### src/rtl/jmb_stream_pkg.sv
// Shared definitions for the pixel stream source: FSM state encoding,
// a width helper and the default raster address width.
package jmb_stream_pkg;

  typedef logic [1:0] state_t;

  localparam state_t st_idle   = 2'd0;
  localparam state_t st_stream = 2'd1;
  localparam state_t st_hblank = 2'd2;
  localparam state_t st_finish = 2'd3;

  // Bits needed to index n items; never returns less than 1 so a
  // degenerate count still yields a legal vector width.
  function automatic int clog2(input int n);
    int r;
    int v;
    r = 0;
    v = n - 1;
    while (v > 0) begin
      r = r + 1;
      v = v >> 1;
    end
    return (r < 1) ? 1 : r;
  endfunction

  localparam int default_addr_w = clog2(10 * 10);

endpackage

### src/rtl/jmb_pixel_stream_src_if.sv
// Frame-memory read port and pixel output stream of jmb_pixel_stream_src.
interface jmb_pixel_stream_src_if import jmb_stream_pkg::*; #(
  parameter int pixel_width = 8,
  parameter int addr_w      = default_addr_w
) ();

  logic                   mem_rd_en;
  logic [addr_w-1:0]      mem_addr;
  logic [pixel_width-1:0] mem_data;

  // Stream handshake: a pixel moves on every cycle where enable && out_ready.
  // While enable is high and out_ready low, data/sof/eol hold their values
  // and enable stays high; out_ready may change freely at any time.
  logic                   out_ready;
  logic                   enable;
  logic [pixel_width-1:0] data;
  logic                   sof;
  logic                   eol;

  modport master (
    output mem_rd_en, mem_addr, enable, data, sof, eol,
    input  mem_data, out_ready
  );

  modport slave (
    input  mem_rd_en, mem_addr, enable, data, sof, eol,
    output mem_data, out_ready
  );

endinterface

### src/rtl/jmb_skid_fifo2.sv
// Two-entry FIFO with a registered head; absorbs read data that is still
// in flight when the downstream consumer stalls.
module jmb_skid_fifo2 #(
  parameter int width = 10
) (
  input  logic             clock,
  input  logic             reset_n,
  input  logic             push,
  input  logic [width-1:0] push_data,
  input  logic             pop,
  output logic [width-1:0] head,
  output logic             valid,
  output logic [1:0]       count
);

  logic [width-1:0] slot0;
  logic [width-1:0] slot1;
  logic [1:0]       cnt;
  logic             do_pop;
  logic             do_push;

  assign do_pop  = pop && (cnt != 2'd0);
  assign do_push = push && ((cnt != 2'd2) || do_pop);

  always_ff @(posedge clock or negedge reset_n) begin
    if (!reset_n) begin
      slot0 <= '0;
      slot1 <= '0;
      cnt   <= 2'd0;
    end else begin
      case ({do_push, do_pop})
        2'b10: begin
          if (cnt == 2'd0) slot0 <= push_data;
          else             slot1 <= push_data;
          cnt <= cnt + 2'd1;
        end
        2'b01: begin
          slot0 <= slot1;
          cnt   <= cnt - 2'd1;
        end
        2'b11: begin
          if (cnt == 2'd1) begin
            slot0 <= push_data;
          end else begin
            slot0 <= slot1;
            slot1 <= push_data;
          end
        end
        default: ;
      endcase
    end
  end

  assign head  = slot0;
  assign valid = (cnt != 2'd0);
  assign count = cnt;

endmodule

### src/rtl/jmb_pixel_stream_src.sv
// Reads one raster frame from frame memory and streams it out with
// sof/eol framing, per-line horizontal blanking and a done pulse.
module jmb_pixel_stream_src import jmb_stream_pkg::*; #(
  parameter int pixel_width  = 8,
  parameter int image_width  = 10,
  parameter int image_height = 10,
  parameter int hblank       = 2
) (
  input  logic   clock,
  input  logic   reset_n,
  input  logic   start,
  output logic   busy,
  output logic   done,
  output state_t state_dbg,
  jmb_pixel_stream_src_if.master bus
);

  localparam int total  = image_width * image_height;
  localparam int addr_w = clog2(total);
  localparam int col_w  = clog2(image_width);
  localparam int line_w = clog2(image_height);
  localparam int hb_w   = clog2(hblank + 1);

  localparam logic [addr_w-1:0] last_addr = addr_w'(total - 1);
  localparam logic [col_w-1:0]  last_col  = col_w'(image_width - 1);
  localparam logic [line_w-1:0] last_line = line_w'(image_height - 1);

  state_t                 state;
  state_t                 state_nxt;
  logic [addr_w-1:0]      rd_addr;
  logic                   rd_done;
  logic [col_w-1:0]       rd_col;
  logic [line_w-1:0]      rd_line;
  logic                   in_flight;
  logic [1:0]             in_flight_tag;
  logic [line_w-1:0]      out_line;
  logic [hb_w-1:0]        hb_cnt;
  logic [1:0]             fifo_count;
  logic                   fifo_valid;
  logic [pixel_width+1:0] fifo_head;
  logic [2:0]             occupancy;
  logic                   issue;
  logic                   xfer;
  logic                   xfer_eol;

  // FIFO entry layout: {sof, eol, pixel}
  jmb_skid_fifo2 #(.width(pixel_width + 2)) u_fifo (
    .clock     (clock),
    .reset_n   (reset_n),
    .push      (in_flight),
    .push_data ({in_flight_tag, bus.mem_data}),
    .pop       (xfer),
    .head      (fifo_head),
    .valid     (fifo_valid),
    .count     (fifo_count)
  );

  assign bus.enable = (state == st_stream) && fifo_valid;
  assign xfer       = bus.enable && bus.out_ready;
  assign xfer_eol   = fifo_head[pixel_width];

  // Credit counts the slot freed by this cycle's pop so a full-rate stream
  // keeps one entry buffered and one read in flight. The first read goes out
  // in the start cycle itself, which puts the first pixel two cycles later.
  always_comb begin
    occupancy = {1'b0, fifo_count} + {2'b00, in_flight} - {2'b00, xfer};
    issue     = 1'b0;
    if (reset_n && !rd_done && (occupancy < 3'd2))
      issue = (state == st_stream) || ((state == st_idle) && start);
  end

  always_comb begin
    state_nxt = state;
    case (state)
      st_idle:   if (start) state_nxt = st_stream;
      st_stream: begin
        if (xfer && xfer_eol) begin
          if (out_line == last_line) state_nxt = st_finish;
          else if (hblank > 0)       state_nxt = st_hblank;
        end
      end
      st_hblank: if (int'(hb_cnt) >= hblank - 1) state_nxt = st_stream;
      st_finish: state_nxt = st_idle;
      default:   state_nxt = st_idle;
    endcase
  end

  always_ff @(posedge clock or negedge reset_n) begin
    if (!reset_n) begin
      state         <= st_idle;
      rd_addr       <= '0;
      rd_done       <= 1'b0;
      rd_col        <= '0;
      rd_line       <= '0;
      in_flight     <= 1'b0;
      in_flight_tag <= 2'b00;
      out_line      <= '0;
      hb_cnt        <= '0;
    end else begin
      state     <= state_nxt;
      in_flight <= issue;
      if (issue) begin
        in_flight_tag <= {(rd_col == '0) && (rd_line == '0), rd_col == last_col};
        if (rd_addr == last_addr) rd_done <= 1'b1;
        else                      rd_addr <= rd_addr + addr_w'(1);
        if (rd_col == last_col) begin
          rd_col <= '0;
          if (rd_line != last_line) rd_line <= rd_line + line_w'(1);
        end else begin
          rd_col <= rd_col + col_w'(1);
        end
      end
      if (xfer && xfer_eol && (out_line != last_line))
        out_line <= out_line + line_w'(1);
      if (state == st_hblank) hb_cnt <= hb_cnt + hb_w'(1);
      else                    hb_cnt <= '0;
      // Frame complete: rewind everything so the next start reads from 0.
      if (state == st_finish) begin
        rd_addr  <= '0;
        rd_done  <= 1'b0;
        rd_col   <= '0;
        rd_line  <= '0;
        out_line <= '0;
      end
    end
  end

  assign bus.mem_rd_en = issue;
  assign bus.mem_addr  = rd_addr;
  assign bus.data      = fifo_head[pixel_width-1:0];
  assign bus.sof       = bus.enable && fifo_head[pixel_width+1];
  assign bus.eol       = bus.enable && fifo_head[pixel_width];
  assign busy          = (state != st_idle);
  assign done          = (state == st_finish);
  assign state_dbg     = state;

endmodule

### src/flat_wrapper.sv
// flat-port wrapper written by rule: the top's interface ports become plain ports
module jmb_pixel_stream_src_flat import jmb_stream_pkg::*;
#(
  parameter int pixel_width  = 8,
  parameter int image_width  = 10,
  parameter int image_height = 10,
  parameter int hblank       = 2
)
  (clock, reset_n, start, busy, done, state_dbg, bus_mem_rd_en, bus_mem_addr, bus_enable, bus_data, bus_sof, bus_eol, bus_mem_data, bus_out_ready);
  jmb_pixel_stream_src_if #(.pixel_width(pixel_width), .addr_w((7))) bus_i ();
  input  logic clock;
  input  logic reset_n;
  input  logic start;
  output logic busy;
  output logic done;
  output state_t state_dbg;
  output wire logic [$bits(bus_i.mem_rd_en)-1:0] bus_mem_rd_en;
  output wire logic [$bits(bus_i.mem_addr)-1:0] bus_mem_addr;
  output wire logic [$bits(bus_i.enable)-1:0] bus_enable;
  output wire logic [$bits(bus_i.data)-1:0] bus_data;
  output wire logic [$bits(bus_i.sof)-1:0] bus_sof;
  output wire logic [$bits(bus_i.eol)-1:0] bus_eol;
  input wire logic [$bits(bus_i.mem_data)-1:0] bus_mem_data;
  input wire logic [$bits(bus_i.out_ready)-1:0] bus_out_ready;
  assign bus_mem_rd_en = bus_i.mem_rd_en;
  assign bus_mem_addr = bus_i.mem_addr;
  assign bus_enable = bus_i.enable;
  assign bus_data = bus_i.data;
  assign bus_sof = bus_i.sof;
  assign bus_eol = bus_i.eol;
  assign bus_i.mem_data = bus_mem_data;
  assign bus_i.out_ready = bus_out_ready;
  jmb_pixel_stream_src #(.pixel_width(pixel_width), .image_width(image_width), .image_height(image_height), .hblank(hblank)) u_core (.clock(clock), .reset_n(reset_n), .start(start), .busy(busy), .done(done), .state_dbg(state_dbg), .bus(bus_i));
endmodule
### config.mk
export PLATFORM = sky130hd
export DESIGN_NAME = jmb_pixel_stream_src_flat
export DESIGN_NICKNAME = d
export VERILOG_FILES = /design/src/rtl/jmb_stream_pkg.sv /design/src/rtl/jmb_pixel_stream_src_if.sv /design/src/rtl/jmb_skid_fifo2.sv /design/src/rtl/jmb_pixel_stream_src.sv /design/src/flat_wrapper.sv
export SDC_FILE = /design/constraint.sdc
export NUM_CORES = 1
export LEC_CHECK = 0
export BUFFER_PORTS_ARGS = -buffer_cell sky130_fd_sc_hd__buf_2
export CORE_ASPECT_RATIO = 0.75
export CORE_UTILIZATION = 55
export DETAILED_ROUTE_END_ITERATION = 16
export PLACE_DENSITY = 0.77
export RECOVER_POWER = 25
export SETUP_SLACK_MARGIN = 0.4
export SLEW_MARGIN = 20
export SYNTH_ARGS = -nofsm -noshare
export SYNTH_HDL_FRONTEND = slang
export SYNTH_SLANG_ARGS = --single-unit
### constraint.sdc
create_clock -name clock -period 11.75 [get_ports clock]
set_clock_uncertainty 0.15 [all_clocks]
set_input_delay 1.7625 -clock clock [delete_from_list [all_inputs] [get_ports clock]]
set_output_delay 1.7625 -clock clock [all_outputs]
set_load 0.01 [all_outputs]
==> out/metrics.yaml <==
outcome: "finished with violations"
violations: "max-capacitance violations, max-slew violations"
fin_crit_sh_pct: 59.5
timing.critical_path.buf_inv: 4
synth.area.mux_share_pct: 10.5
tightest_slew_ns: 2.52
netlist.area_leader.share_pct: 47.5
setup_viol: 0
drv_slew: 51
ys.flop_type: "dfrtp_1"
synth_edf_count: 0
grt_use_total_pct: 19.8
fmax_mhz: 143
fin_hold_ws_ns: 0.285
yosys.area_share.xor_xnor_pct: 1.02
drv_cap: 1
crit_path_max_incr_delay_ns: 1.78
area_growth_pct: 8.83
cts_tree: "done"
arrival_ns: 5.07
drc: 0
critPathTopFamily: "buffers and inverters"
worst-setup-path-type: "in -> out"
synth-simple-area-share_pct: 14.3
drive_above_1_share_pct: 19.4
grt_overflow: 0
internal_power_w: 0.000396
post-cts-setup-buffer-count: 0
port_buffers: 34
end_kind: "output port"
clockPowerShare_pct: 14.4
path_clk_slew_ns: 0.09
core-area_um2: 4490
hold_violations: 0
min_period_ns: 6.99
p_switching_w: 0.000256
cts_resized: 0
synth_top_cell_by_area: "dfrtp_1"
vias_per_cell: 5.51
placementRows: 21
finalWirelength_mm: 4.42
p_seq_share_pct: 42.1
grt_pass1_wl_mm: 7.25
critPathSlowestCell: "clkbuf_1"
die_y_um: 61.3
maxSlewHeadroom_pct: -68.3
numCtsBuffers: 5
dr.first_iter.drc_count: 61
clk_path_buf_depth: 2
start_util_pct: 57.4
final_util_pct: 62.5
drtPass1Iterations: 4
power_density_nw_per_um2: 232
htree_levels: 2
total_power_w: 0.000652
leakage_nw: 1.40
rrSetupSlack_ns: 7.62
postCtsHoldBufs: 0
ioPinCount: 35
routedWlPerCell_um: 13.2
die_x_um: 81.1
synth.cell_area_um2: 2580
synth-compound-area-share_pct: 12.5
crit_chain: "buf_2 > clkbuf_1 > nand3b_1 > or3_1 > inv_1 > buf_2"
cp_max_fo: 50
seq_area_frac_synth_pct: 47.5
ir_drop_mv: 0.126
finalNonFillerCells: 335
clockRootBuffer: "clkbuf_8"
die-area_um2: 4970
pwr-share-comb_pct: 43.5
syn-num-nets: 279
grt_pass1_vias: 1572
fillerInstances: 377
num_vias: 1846
synth_seq_cells: 49
start_kind: "input pin"
antennaDiodeCount: 0
ys_warn_count: 0
ys_types: 42
dp_cells: 327
rsz0062_at_grt: "false"
routabilityCongestion: 0.821
cpMostUsedCell: "buf_2"
synth-adder-area-share_pct: 7.57
tns_ns: 0
synthArstFlopShare_pct: 100
fin_nets: 304
synth_top_family_by_area: "simple AND/OR/NAND/NOR gates"
antenna_found_initial: 0
critPathRequiredTime_ns: 9.84
syn_avg_cell_area_um2: 10.2
swShare_pct: 39.3
insertion_delay_ns: 0.30
hold_class: "reg -> reg"
clock_sinks: 49
grt_max_degree: 51
hpwl_mm: 3.16
synth_area_leaders: "dfrtp_1 48%, ha_1 6.8%, mux2_4 5.8%, o21ai_0 4.8%, mux2i_1 4.7%"
synthCells: 252
antenna_left: 0
## layout by cell type (no fill, tap or decap), drive strengths merged, types with 2 or more instances in the layout
cell type	n
mux2i	12
ha	14
dfrtp	49
o21bai	2
mux2	10
and3	2
clkinv	2
buf	35
inv	17
a31oi	2
clkbuf	7
nand3	14
nand2b	2
and2	3
o211ai	4
o21ai	25
nor3	2
nor2	10
o31ai	3
or3	4
xor2	2
nand2	27
a21oi	11
nand3b	2
## worst reg2reg max path, delay by kind of cell (launching register included)
| kind | cells | cell delay [ns] |
|---|---|---|
| compound gates | 2 | 0.39 |
| fa+ha+maj | 3 | 1.03 |
| buf+inv | 2 | 0.52 |
| flops | 1 | 0.45 |
| simple gates | 4 | 1.51 |
## logic make-up (layout without fill, tap and decap cells)
logic type / Yosys count / after routing
multiplexers: 22 / 22
AO/OA/AOI/OAI: 54 / 54
buffers and inverters: 35 / 61
adder cells (fa/ha/maj): 15 / 15
XOR/XNOR: 3 / 3
AND/OR/NAND/NOR: 74 / 74
flip-flops: 49 / 49
## area by class of cell
class / instances / area [µm²] / area share [%]
Sequential cell: 49 / 1230 / 43.7
Multi-Input combinational cell: 168 / 1180 / 42.1
Clock inverter: 2 / 10.0 / 0.357
Clock buffer: 6 / 72.6 / 2.58
Timing Repair Buffer: 36 / 181 / 6.46
Tap cell: 57 / 71.3 / 2.54
Inverter: 17 / 63.8 / 2.27
## path summary, 6_finish.rpt
path,startpoint,end,depth (start not counted)
worst max-delay path,reset_n,bus_mem_rd_en,6
worst min-delay path,u_core.hb_cnt[0],u_core.hb_cnt[0],1
worst max register to register,u_core.u_fifo.count[1],u_core.rd_line[2],11
worst min register to register,u_core.hb_cnt[0],u_core.hb_cnt[0],1
max in group asynchronous,reset_n,u_core.in_flight_tag[0],2
min in group asynchronous,reset_n,u_core.state_dbg[1],2
## per-stage QoR
stage / area [µm²] / worst slack (ns)
final: 2810 / 4.76
after global routing: 2810 / 4.07
after CTS: 2810 / 5.26
after detailed placement: 2730 / 5.27
after global placement: 2730 / 5.35
after floorplan: 2580 / 5.84
## per-layer routing
layer / up-vias / GRT usage, % / share of wire (%)
met1: 890 / 28.1 / 51
li1: 921 / - / -
met5: - / 0 / 0
met3: 4 / 6.67 / 3.7
met4: 0 / 3.83 / 0.43
met2: 31 / 29.9 / 45
## cells in the mapped netlist, drive strengths merged, types with 3 or more instances
cell type and instances:
buf 11, nor2 10, dfrtp 49, nand3 14, inv 17, mux2i 12
nand2 27, mux2 10, and2 3, o21ai 25, clkbuf 7, or3 4
o211ai 4, ha 14, a21oi 11, o31ai 3
## flip-flops by register name, indices dropped and copies added, names as in the netlist
signal / flops
u_core.u_fifo.head: 10
u_core.in_flight: 1
u_core.state_dbg: 2
u_core.out_line: 4
u_core.rd_col: 4
u_core.bus.mem_addr: 7
u_core.rd_done: 1
u_core.u_fifo.count: 2
u_core.in_flight_tag: 2
u_core.hb_cnt: 2
u_core.u_fifo.slot1: 10
u_core.rd_line: 4
## power groups by stage
stage                     clock [W]  sequential [W]  combinational [W]
final                     0.0000939        0.000275           0.000284
after global routing       0.000104        0.000286           0.000324
after CTS                 0.0000979        0.000275           0.000286
after detailed placement          0        0.000278           0.000284
after global placement            0        0.000275           0.000276
after floorplan                   0        0.000270           0.000235
Power figures use the tool's default switching activity.
